==> src/rtl/cnn_pkg.sv <==
// Shared types and per-layer configuration tables for the CNN layer sequencer.
package cnn_pkg;

  localparam int unsigned MAX_LAYERS = 8;

  typedef enum logic [1:0] {CONV, POOL, FC} layer_type_t;

  typedef enum logic [2:0] {IDLE, ARM, RUN, FLUSH, DONE} state_t;

  localparam logic [7:0] STATUS_TIMEOUT = 8'hFC;
  localparam logic [7:0] STATUS_ABORT   = 8'hFD;
  localparam logic [7:0] STATUS_BAD_IDX = 8'hFE;

  // Entries past the fifth only matter for builds with more than five layers.
  localparam layer_type_t LAYER_TYPE [MAX_LAYERS] =
    '{CONV, POOL, CONV, POOL, FC, CONV, CONV, CONV};
  localparam logic [1:0] MAC_LAYER [MAX_LAYERS] =
    '{2'd0, 2'd0, 2'd1, 2'd0, 2'd2, 2'd0, 2'd0, 2'd0};

  function automatic logic layer_is_pool(input logic [2:0] idx);
    return LAYER_TYPE[idx] == POOL;
  endfunction

  function automatic logic [1:0] layer_mac_sel(input logic [2:0] idx);
    return MAC_LAYER[idx];
  endfunction

endpackage

==> src/rtl/cnn_seq_timer.sv <==
// Per-layer RUN watchdog: flags the cycle on which a layer has spent
// TIMEOUT_CYCLES cycles in RUN. Only instantiated with CNN_SEQ_TIMEOUT_EN.
module cnn_seq_timer #(
  parameter int unsigned TIMEOUT_CYCLES = 1048575
) (
  input  logic clk,
  input  logic reset_n,
  input  logic clear,
  input  logic enable,
  output logic expired_c
);

  localparam int unsigned CNT_W = (TIMEOUT_CYCLES > 1) ? $clog2(TIMEOUT_CYCLES) : 1;
  localparam logic [CNT_W-1:0] LIMIT = CNT_W'(TIMEOUT_CYCLES - 1);

  logic [CNT_W-1:0] count;

  // Count holds at LIMIT so it can never wrap while RUN is held.
  always_ff @(posedge clk or negedge reset_n) begin
    if (!reset_n) begin
      count <= '0;
    end else if (clear) begin
      count <= '0;
    end else if (enable && (count != LIMIT)) begin
      count <= count + CNT_W'(1);
    end
  end

  assign expired_c = enable && (count == LIMIT);

endmodule

==> src/rtl/cnn_layer_seq.sv <==
// Sequences CNN layers through ARM/RUN/FLUSH, driving per-layer enables and
// datapath mode controls. Optional RUN watchdog via CNN_SEQ_TIMEOUT_EN.
module cnn_layer_seq
  import cnn_pkg::*;
#(
  parameter int unsigned NUM_LAYERS     = 5,
  parameter int unsigned TIMEOUT_CYCLES = 1048575
) (
  input  logic                  clk,
  input  logic                  reset_n,
  input  logic                  cmd_valid,
  input  logic [7:0]            cmd,
  input  logic [NUM_LAYERS-1:0] layer_done,
  output logic [NUM_LAYERS-1:0] layer_en,
  output logic [NUM_LAYERS-1:0] mem_reset,
  output logic                  mac_enable,
  output logic                  rmac,
  output logic                  pooling_layer,
  output logic                  img_load,
  output logic [1:0]            mac_layer,
  output logic                  busy,
  output logic                  irq,
  output logic [7:0]            status
);

  localparam int unsigned IDX_W = (NUM_LAYERS > 1) ? $clog2(NUM_LAYERS) : 1;

  if (NUM_LAYERS < 2 || NUM_LAYERS > MAX_LAYERS || TIMEOUT_CYCLES == 0) begin : g_param_check
    $error("cnn_layer_seq: unsupported NUM_LAYERS or TIMEOUT_CYCLES");
  end

  state_t           state, nxt_state;
  logic [IDX_W-1:0] cur, nxt_cur;
  logic             auto_mode, nxt_auto;
  logic [7:0]       nxt_status;
  logic             nxt_irq;
  logic             abort_c;
  logic             timeout_c;
  logic [IDX_W-1:0] cmd_idx;
  logic             unused_cmd;

  assign abort_c    = cmd_valid && cmd[6];
  assign cmd_idx    = cmd[IDX_W-1:0];
  assign unused_cmd = ^cmd[5:IDX_W];

`ifdef CNN_SEQ_TIMEOUT_EN
  cnn_seq_timer #(
    .TIMEOUT_CYCLES(TIMEOUT_CYCLES)
  ) u_timer (
    .clk       (clk),
    .reset_n   (reset_n),
    .clear     (state == ARM),
    .enable    (state == RUN),
    .expired_c (timeout_c)
  );
`else
  assign timeout_c = 1'b0;
`endif

  // Next-state decode; abort outranks everything, including layer_done.
  always_comb begin
    nxt_state  = state;
    nxt_cur    = cur;
    nxt_auto   = auto_mode;
    nxt_status = status;
    nxt_irq    = 1'b0;
    if (abort_c) begin
      nxt_state  = IDLE;
      nxt_status = STATUS_ABORT;
      nxt_irq    = 1'b1;
    end else begin
      unique case (state)
        IDLE: begin
          if (cmd_valid) begin
            if (32'(cmd_idx) < NUM_LAYERS) begin
              nxt_state = ARM;
              nxt_cur   = cmd_idx;
              nxt_auto  = cmd[7];
            end else begin
              nxt_status = STATUS_BAD_IDX;
              nxt_irq    = 1'b1;
            end
          end
        end
        ARM: nxt_state = RUN;
        RUN: begin
          if (timeout_c) begin
            nxt_state  = IDLE;
            nxt_status = STATUS_TIMEOUT;
            nxt_irq    = 1'b1;
          end else if (layer_done[cur]) begin
            nxt_state = FLUSH;
          end
        end
        FLUSH: begin
          if (auto_mode && (32'(cur) < NUM_LAYERS - 1)) begin
            nxt_state = ARM;
            nxt_cur   = cur + IDX_W'(1);
          end else begin
            nxt_state  = DONE;
            nxt_status = 8'(cur) + 8'd1;
            nxt_irq    = 1'b1;
          end
        end
        DONE:    nxt_state = IDLE;
        default: nxt_state = IDLE;
      endcase
    end
  end

  logic [2:0]            nxt_idx;
  logic [NUM_LAYERS-1:0] nxt_onehot;
  logic [NUM_LAYERS-1:0] d_layer_en, d_mem_reset;
  logic                  d_mac_enable, d_rmac, d_pooling, d_img_load, d_busy;
  logic [1:0]            d_mac_layer;

  assign nxt_idx    = 3'(nxt_cur);
  assign nxt_onehot = {{(NUM_LAYERS-1){1'b0}}, 1'b1} << nxt_cur;

  // Output decode for the state being entered, so every output is a flop.
  always_comb begin
    d_layer_en   = '0;
    d_mem_reset  = '1;
    d_mac_enable = 1'b0;
    d_rmac       = 1'b1;
    d_pooling    = 1'b0;
    d_img_load   = 1'b0;
    d_mac_layer  = 2'd0;
    d_busy       = 1'b1;
    unique case (nxt_state)
      IDLE: begin
        d_img_load = 1'b1;
        d_busy     = 1'b0;
      end
      ARM: begin
        d_layer_en  = nxt_onehot;
        d_mac_layer = layer_mac_sel(nxt_idx);
      end
      RUN: begin
        d_layer_en  = nxt_onehot;
        d_mem_reset = ~nxt_onehot;
        d_mac_layer = layer_mac_sel(nxt_idx);
        if (layer_is_pool(nxt_idx)) begin
          d_pooling = 1'b1;
        end else begin
          d_mac_enable = 1'b1;
          d_rmac       = 1'b0;
        end
      end
      default: ;
    endcase
  end

  always_ff @(posedge clk or negedge reset_n) begin
    if (!reset_n) begin
      state         <= IDLE;
      cur           <= '0;
      auto_mode     <= 1'b0;
      status        <= 8'h00;
      irq           <= 1'b0;
      busy          <= 1'b0;
      layer_en      <= '0;
      mem_reset     <= '1;
      img_load      <= 1'b1;
      rmac          <= 1'b1;
      mac_enable    <= 1'b0;
      pooling_layer <= 1'b0;
      mac_layer     <= 2'd0;
    end else begin
      state         <= nxt_state;
      cur           <= nxt_cur;
      auto_mode     <= nxt_auto;
      status        <= nxt_status;
      irq           <= nxt_irq;
      busy          <= d_busy;
      layer_en      <= d_layer_en;
      mem_reset     <= d_mem_reset;
      img_load      <= d_img_load;
      rmac          <= d_rmac;
      mac_enable    <= d_mac_enable;
      pooling_layer <= d_pooling;
      mac_layer     <= d_mac_layer;
    end
  end

endmodule

==> config.mk <==
export PLATFORM = sky130hd
export DESIGN_NAME = cnn_layer_seq
export DESIGN_NICKNAME = d
export VERILOG_FILES = /design/src/rtl/cnn_pkg.sv /design/src/rtl/cnn_seq_timer.sv /design/src/rtl/cnn_layer_seq.sv
export SDC_FILE = /design/constraint.sdc
export NUM_CORES = 1
export LEC_CHECK = 0
export CAP_MARGIN = 20
export CORE_ASPECT_RATIO = 0.75
export CORE_MARGIN = 10
export CORE_UTILIZATION = 46
export CTS_CLUSTER_DIAMETER = 120
export DETAILED_ROUTE_END_ITERATION = 7
export PLACE_DENSITY_LB_ADDON = 0.08
export SYNTH_ARGS = -nofsm -noshare
export SYNTH_HDL_FRONTEND = slang
export SYNTH_SLANG_ARGS = --single-unit
==> constraint.sdc <==
create_clock -name clk -period 2.3 [get_ports clk]
set_input_delay 0.575 -clock clk [delete_from_list [all_inputs] [get_ports clk]]
set_output_delay 0.575 -clock clk [all_outputs]
set_load 0.005 [all_outputs]
==> flow_metrics.tcl, run 1 <==
set metrics [dict create \
    fillers 224 \
    path_clk_slew_ns 0.10 \
    fmax_mhz 438.9 \
    synth.top_cell.area_share 0.3804 \
    synth.distinct_cells 44 \
    ant_nets 0 \
    antenna_found_initial 0 \
    cellPowerDensity_mw_per_mm2 1241 \
    outcome "completed" \
    grt_overflow 0 \
    first_pass_iters 4 \
    arrival_ns 2.49 \
    wl_um 3751 \
    ioPinCount 42 \
    final_cell_mix "38 x clkdlybuf4s50_1, 21 x dfrtp_1, 19 x buf_4" \
    grt_setup_unrepaired "true" \
    hpwl_um 2781 \
    end_kind "register" \
    rr_startpoint "state[1]" \
    die_w_um 83.28 \
    synth_xor_area_frac 0.01268 \
    synthCells 135 \
    grt_max_degree 29 \
    cp-start-kind "input port" \
    drive_gt1_frac 0.2513 \
    synth_compound_area_frac 0.1422 \
    root_buffer "clkbuf_8" \
    max-cap-violations 0 \
    required_ns 2.51 \
    grt_usage 0.1346 \
    crit_fanout 3 \
    maxSlewHeadroom 0.6869 \
    syn_area_mm2 0.001381 \
    yosys_warnings 0 \
    cts_hold_buf 0 \
    hp-start "status[2]" \
    final.setup.worst_slack_ns 0.02162 \
    hold_path_class "reg -> reg" \
    clock_latency_ns 0.28 \
    synth_top_family_by_area "simple AND/OR/NAND/NOR gates" \
    dp_slack_ns -0.3294 \
    place_congestion 0.7985 \
    synth-seq-cells 28 \
    area_growth_pct 45.20 \
    start_util 0.4740 \
    synthArstFlopShare 1.000 \
    rows 17 \
    synth_simple_gate_area_frac 0.2437 \
    die_y_um 67.46 \
    drtIter0Drc 69 \
    synth_edf_count 0 \
    period_share 0.9906 \
    cts.sinks 28 \
    vias 1175 \
    final_nets 205 \
    route.detailed.wl_per_inst_um 16.67 \
    critPathLaunch "cmd_valid" \
    crit_type "in -> reg" \
    synthFlopType "dfrtp_1" \
    synth_fa_ha_area_frac 0.009058 \
    leakage_nw 0.8311 \
    total_power_mw 2.489 \
    grt_pass1_vias 1201 \
    muxShareOfSynthArea 0.01540 \
    yosys-top-cells-area "dfrtp_1 38%, dfstp_2 13%, nor2_1 3.8%" \
    fin_hold_ws_ns 0.5388 \
    dieArea_mm2 0.005617 \
    core_mm2 0.002914 \
    layout_commonest_cell "clkdlybuf4s50_1" \
    ir_drop_v 0.0008661 \
    skew_ns 0.01056 \
    diodes 0 \
    cts_buffer_depth 2 \
    avgSynthCellArea_um2 10.23 \
    synth_nets 152 \
    tightest_slew_ns 0.4661 \
    numCtsBuffers 3 \
    hold_viol 0 \
    maxSlewViolCount 0 \
    cts_tree "done" \
    synth.largest_area_cell "dfrtp_1" \
    synth_seq_area_share 0.5136 \
    viasPerCell 5.222 \
    grt_pass1_wl_um 6147 \
    finalSetupViolCount 0 \
    port_buffers 38 \
    drcViolationCount 0 \
    cts_htree_levels 1 \
    fin_crit_ns 2.278 \
]
[cells in the mapped netlist (2+ instances only)]
cell type  number
and2_1          2
or2_2           2
nand2b_1        6
buf_4           5
dfstp_2         7
nand2_1         8
nand3_1         4
a211oi_1        2
a21oi_1         9
nand3b_1        2
o21ai_0         4
inv_1           7
o221ai_1        2
or3_1           2
xnor2_1         2
nor3_1          5
nor2b_1         3
nor2_1         14
nor3b_1         3
dfrtp_1        21
clkbuf_1        2
[layout make-up]
cell class | instances | area (µm²) | area share
Sequential cell | 28 | 709.4 | 0.3537
Inverter | 7 | 26.28 | 0.01310
Clock inverter | 1 | 30.03 | 0.01497
Multi-Input combinational cell | 91 | 628.1 | 0.3132
Clock buffer | 3 | 41.29 | 0.02059
Timing Repair Buffer | 57 | 523.0 | 0.2608
Tap cell | 38 | 47.55 | 0.02371
[state kept, by name, indices dropped and copies added, names as in the netlist]
name / cells
img_load: 1
cur: 3
pooling_layer: 1
irq: 1
busy: 1
rmac: 1
state: 3
mac_layer: 1
layer_en: 4
status: 5
mem_reset: 5
auto_mode: 1
mac_enable: 1
[power breakdown]
group          internal (mW)  switching [mW]  total, mW
logic                  0.654           0.601       1.26
registers              0.669           0.173      0.842
clock network          0.233           0.159      0.392
total                   1.56           0.932       2.49
[timing repair]
action	CTS	global route
pin swaps	0	2
endpoints found under the setup margin	4	12
gates resized for setup	2	9
buffers inserted	0	0
endpoints found under the hold margin	0	0
[path summary, 6_finish.rpt]
kind,slack (ns),endpoint,cells after the start
setup reg to reg,0.12,mem_reset[3],5
hold reg to reg,0.54,status[2],2
setup / recovery,0.02,mem_reset[3],6
hold / removal,0.54,status[2],2
max in group asynchronous,1.32,mem_reset[0],2
min in group asynchronous,0.65,auto_mode,2
[cell families (layout without fill, tap and decap cells)]
logic type	Yosys count	in the layout
AOI/OAI and AO/OA	27	27
and+or+nand+nor	59	59
DFF	28	28
muxes	2	2
adders and majority gates	1	1
xor gates and xnor gates	2	2
buffers and inverters	16	68
[worst max-delay path, cell delays in order]
cell and delay [ns]:
clkdlybuf4s50_1 0.49, or4b_4 0.51, o22ai_2 0.15, a31oi_2 0.17, nor3b_4 0.21, or3b_1 0.39
[metrics by stage]
| step | utilization | cells | TNS [ns] | instance area, µm² |
|---|---|---|---|---|
| global placement | 0.6488 | 221 | -2.576 | 1891 |
| floorplan | - | 135 | 0 | 1381 |
| global route | 0.6883 | 225 | -0.06144 | 2006 |
| CTS | 0.6754 | 225 | 0 | 1968 |
| finish | 0.6883 | 225 | 0 | 2006 |
| detailed placement | 0.6488 | 221 | -3.016 | 1891 |
[layer usage]
metal,track usage,vias up,part of all wire
met5,0,-,0
met4,0.03390,0,0.0045
met3,0.04928,2,0.075
met2,0.2163,44,0.46
met1,0.1699,555,0.46
li1,-,574,-
(Power assumes the default switching activity.)
==> run 2, diff against run 1 <==
HOLD_SLACK_MARGIN = 0.12   (was unset)
==> results of run 2 <==
No change in the layout: final DEF, timing and power equal those of run 1.
==> run 3, diff against run 2 <==
CTS_BUF_LIST = sky130_fd_sc_hd__clkbuf_16   (was unset)
PLACE_DENSITY = 0.86   (was unset)
PLACE_DENSITY_LB_ADDON = unset   (was 0.08)
==> flow_metrics.tcl, run 3 (same netlist as run 1, synthesis figures left out) <==
set metrics [dict create \
    outcome "completed" \
    root_buffer "clkbuf_16" \
    cp-start-kind "input port" \
    cellPowerDensity_mw_per_mm2 1292 \
    post-route-util 0.7089 \
    cts_buffer_depth 2 \
    slowest_stage "clkdlybuf4s50_1" \
    grt_pass1_vias 1222 \
    setup_tns_ns 0 \
    finalSetupViolCount 0 \
    first_pass_iters 4 \
    start_util 0.4740 \
    port_buffers 38 \
    vias 1227 \
    final_nets 205 \
    grt_max_degree 29 \
    numCtsBuffers 3 \
    rows 17 \
    crit_fanout 4 \
    clock_latency_ns 0.27 \
    hold_path_class "reg -> reg" \
    cts_htree_levels 1 \
    drcViolationCount 0 \
    core_mm2 0.002914 \
    skew_ns 0.009544 \
    final_cell_mix "37 x clkdlybuf4s50_1, 21 x dfrtp_1, 19 x buf_4" \
    antenna_found_initial 0 \
    tightest_slew_ns 0.4886 \
    layout_commonest_cell "clkdlybuf4s50_1" \
    path_clk_slew_ns 0.06 \
    multi_input_area_um2 651.9 \
    max-cap-violations 0 \
    fin_crit_ns 2.225 \
    grt_overflow 0 \
    place_congestion 0.9334 \
    grt_pass1_wl_um 6003 \
    drtIter0Drc 61 \
    dieArea_mm2 0.005617 \
    die_w_um 83.28 \
    diodes 0 \
    placed_cells 221 \
    required_ns 2.49 \
    arrival_ns 2.41 \
    crit_type "in -> reg" \
    maxSlewViolCount 0 \
    fmax_mhz 449.3 \
    viasPerCell 5.453 \
    ioPinCount 42 \
    end_kind "register" \
    grt_usage 0.1311 \
    rrSetupSlack_ns 0.16 \
    route.detailed.wl_per_inst_um 16.75 \
    maxSlewHeadroom 0.6718 \
    hpwl_um 2835 \
    ir_drop_v 0.0007499 \
    total_power_mw 2.668 \
    reg_top3 "mem_reset: 5 flops, status: 5 flops, layer_en: 4 flops" \
    drive_gt1_frac 0.2406 \
    fin_cells 225 \
    hold_viol 0 \
    cts_hold_buf 0 \
    area_growth_pct 49.55 \
    die_y_um 67.46 \
    postCtsSetupRepairBufs 0 \
    dp_slack_ns -0.2973 \
    seq_area_um2 709.4 \
    slowest_delay_ns 0.50 \
    period_share 0.9676 \
    cp_cell_sequence "clkdlybuf4s50_1 -> nand2b_1 -> o21ai_4 -> a2111oi_4 -> o21ai_1 -> or3_1" \
    wl_um 3769 \
    cts_tree "done" \
    ant_nets 0 \
    leakage_nw 0.8588 \
    final.setup.worst_slack_ns 0.07450 \
    fillers 201 \
    cts.sinks 28 \
]
==> run 3: timing repair <==
| action | in CTS | in global routing |
|---|---|---|
| resized for setup | 2 | 11 |
| pin swaps | 0 | 4 |
| setup endpoints to repair | 5 | 11 |
==> run 3: cell type report <==
| type | count | area share |
|---|---|---|
| Sequential cell | 28 | 0.3434 |
| Multi-Input combinational cell | 91 | 0.3156 |
| Timing Repair Buffer | 57 | 0.2544 |
| Clock buffer | 3 | 0.03634 |
| Tap cell | 38 | 0.02302 |
| Clock inverter | 1 | 0.01454 |
| Inverter | 7 | 0.01272 |
==> run 3: final timing paths <==
check,to,depth (start not counted),start
setup / recovery,mem_reset[2],6,cmd[2]
min in group asynchronous,layer_en[3],2,reset_n
max in group asynchronous,img_load,2,reset_n
hold reg to reg,status[3],2,status[3]
setup reg to reg,mem_reset[3],6,state[0]
hold / removal,status[3],2,status[3]
==> run 3: layer usage <==
| metal | vias up | GRT usage | routed length (µm) |
|---|---|---|---|
| met2 | 54 | 0.2288 | 1879 |
| met4 | 0 | 0.03178 | 36 |
| met1 | 595 | 0.1564 | 1554 |
| met5 | - | 0 | 0 |
| met3 | 4 | 0.04087 | 298 |
| li1 | 574 | - | - |
==> run 3: critical path, delay by kind of cell <==
| kind | cells | cell delay, ns |
|---|---|---|
| buffers and inverters | 1 | 0.50 |
| AO/OA/AOI/OAI | 3 | 0.71 |
| AND/OR/NAND/NOR | 2 | 0.61 |
==> run 3: metrics by stage <==
step / hold WS [ns] / instance area, µm²
after global placement: 0.5140 / 1891
after global routing: 0.5846 / 2066
after CTS: 0.5373 / 2002
after detailed placement: 0.5209 / 1891
after floorplan: 0.2794 / 1381
final: 0.5441 / 2066
==> run 3: power by group <==
| group | switching, mW | internal [mW] | leakage, nW |
|---|---|---|---|
| clock network | 0.176 | 0.347 | 0.0511 |
| logic | 0.651 | 0.677 | 0.473 |
| registers | 0.147 | 0.671 | 0.335 |
| total | 0.974 | 1.69 | 0.859 |
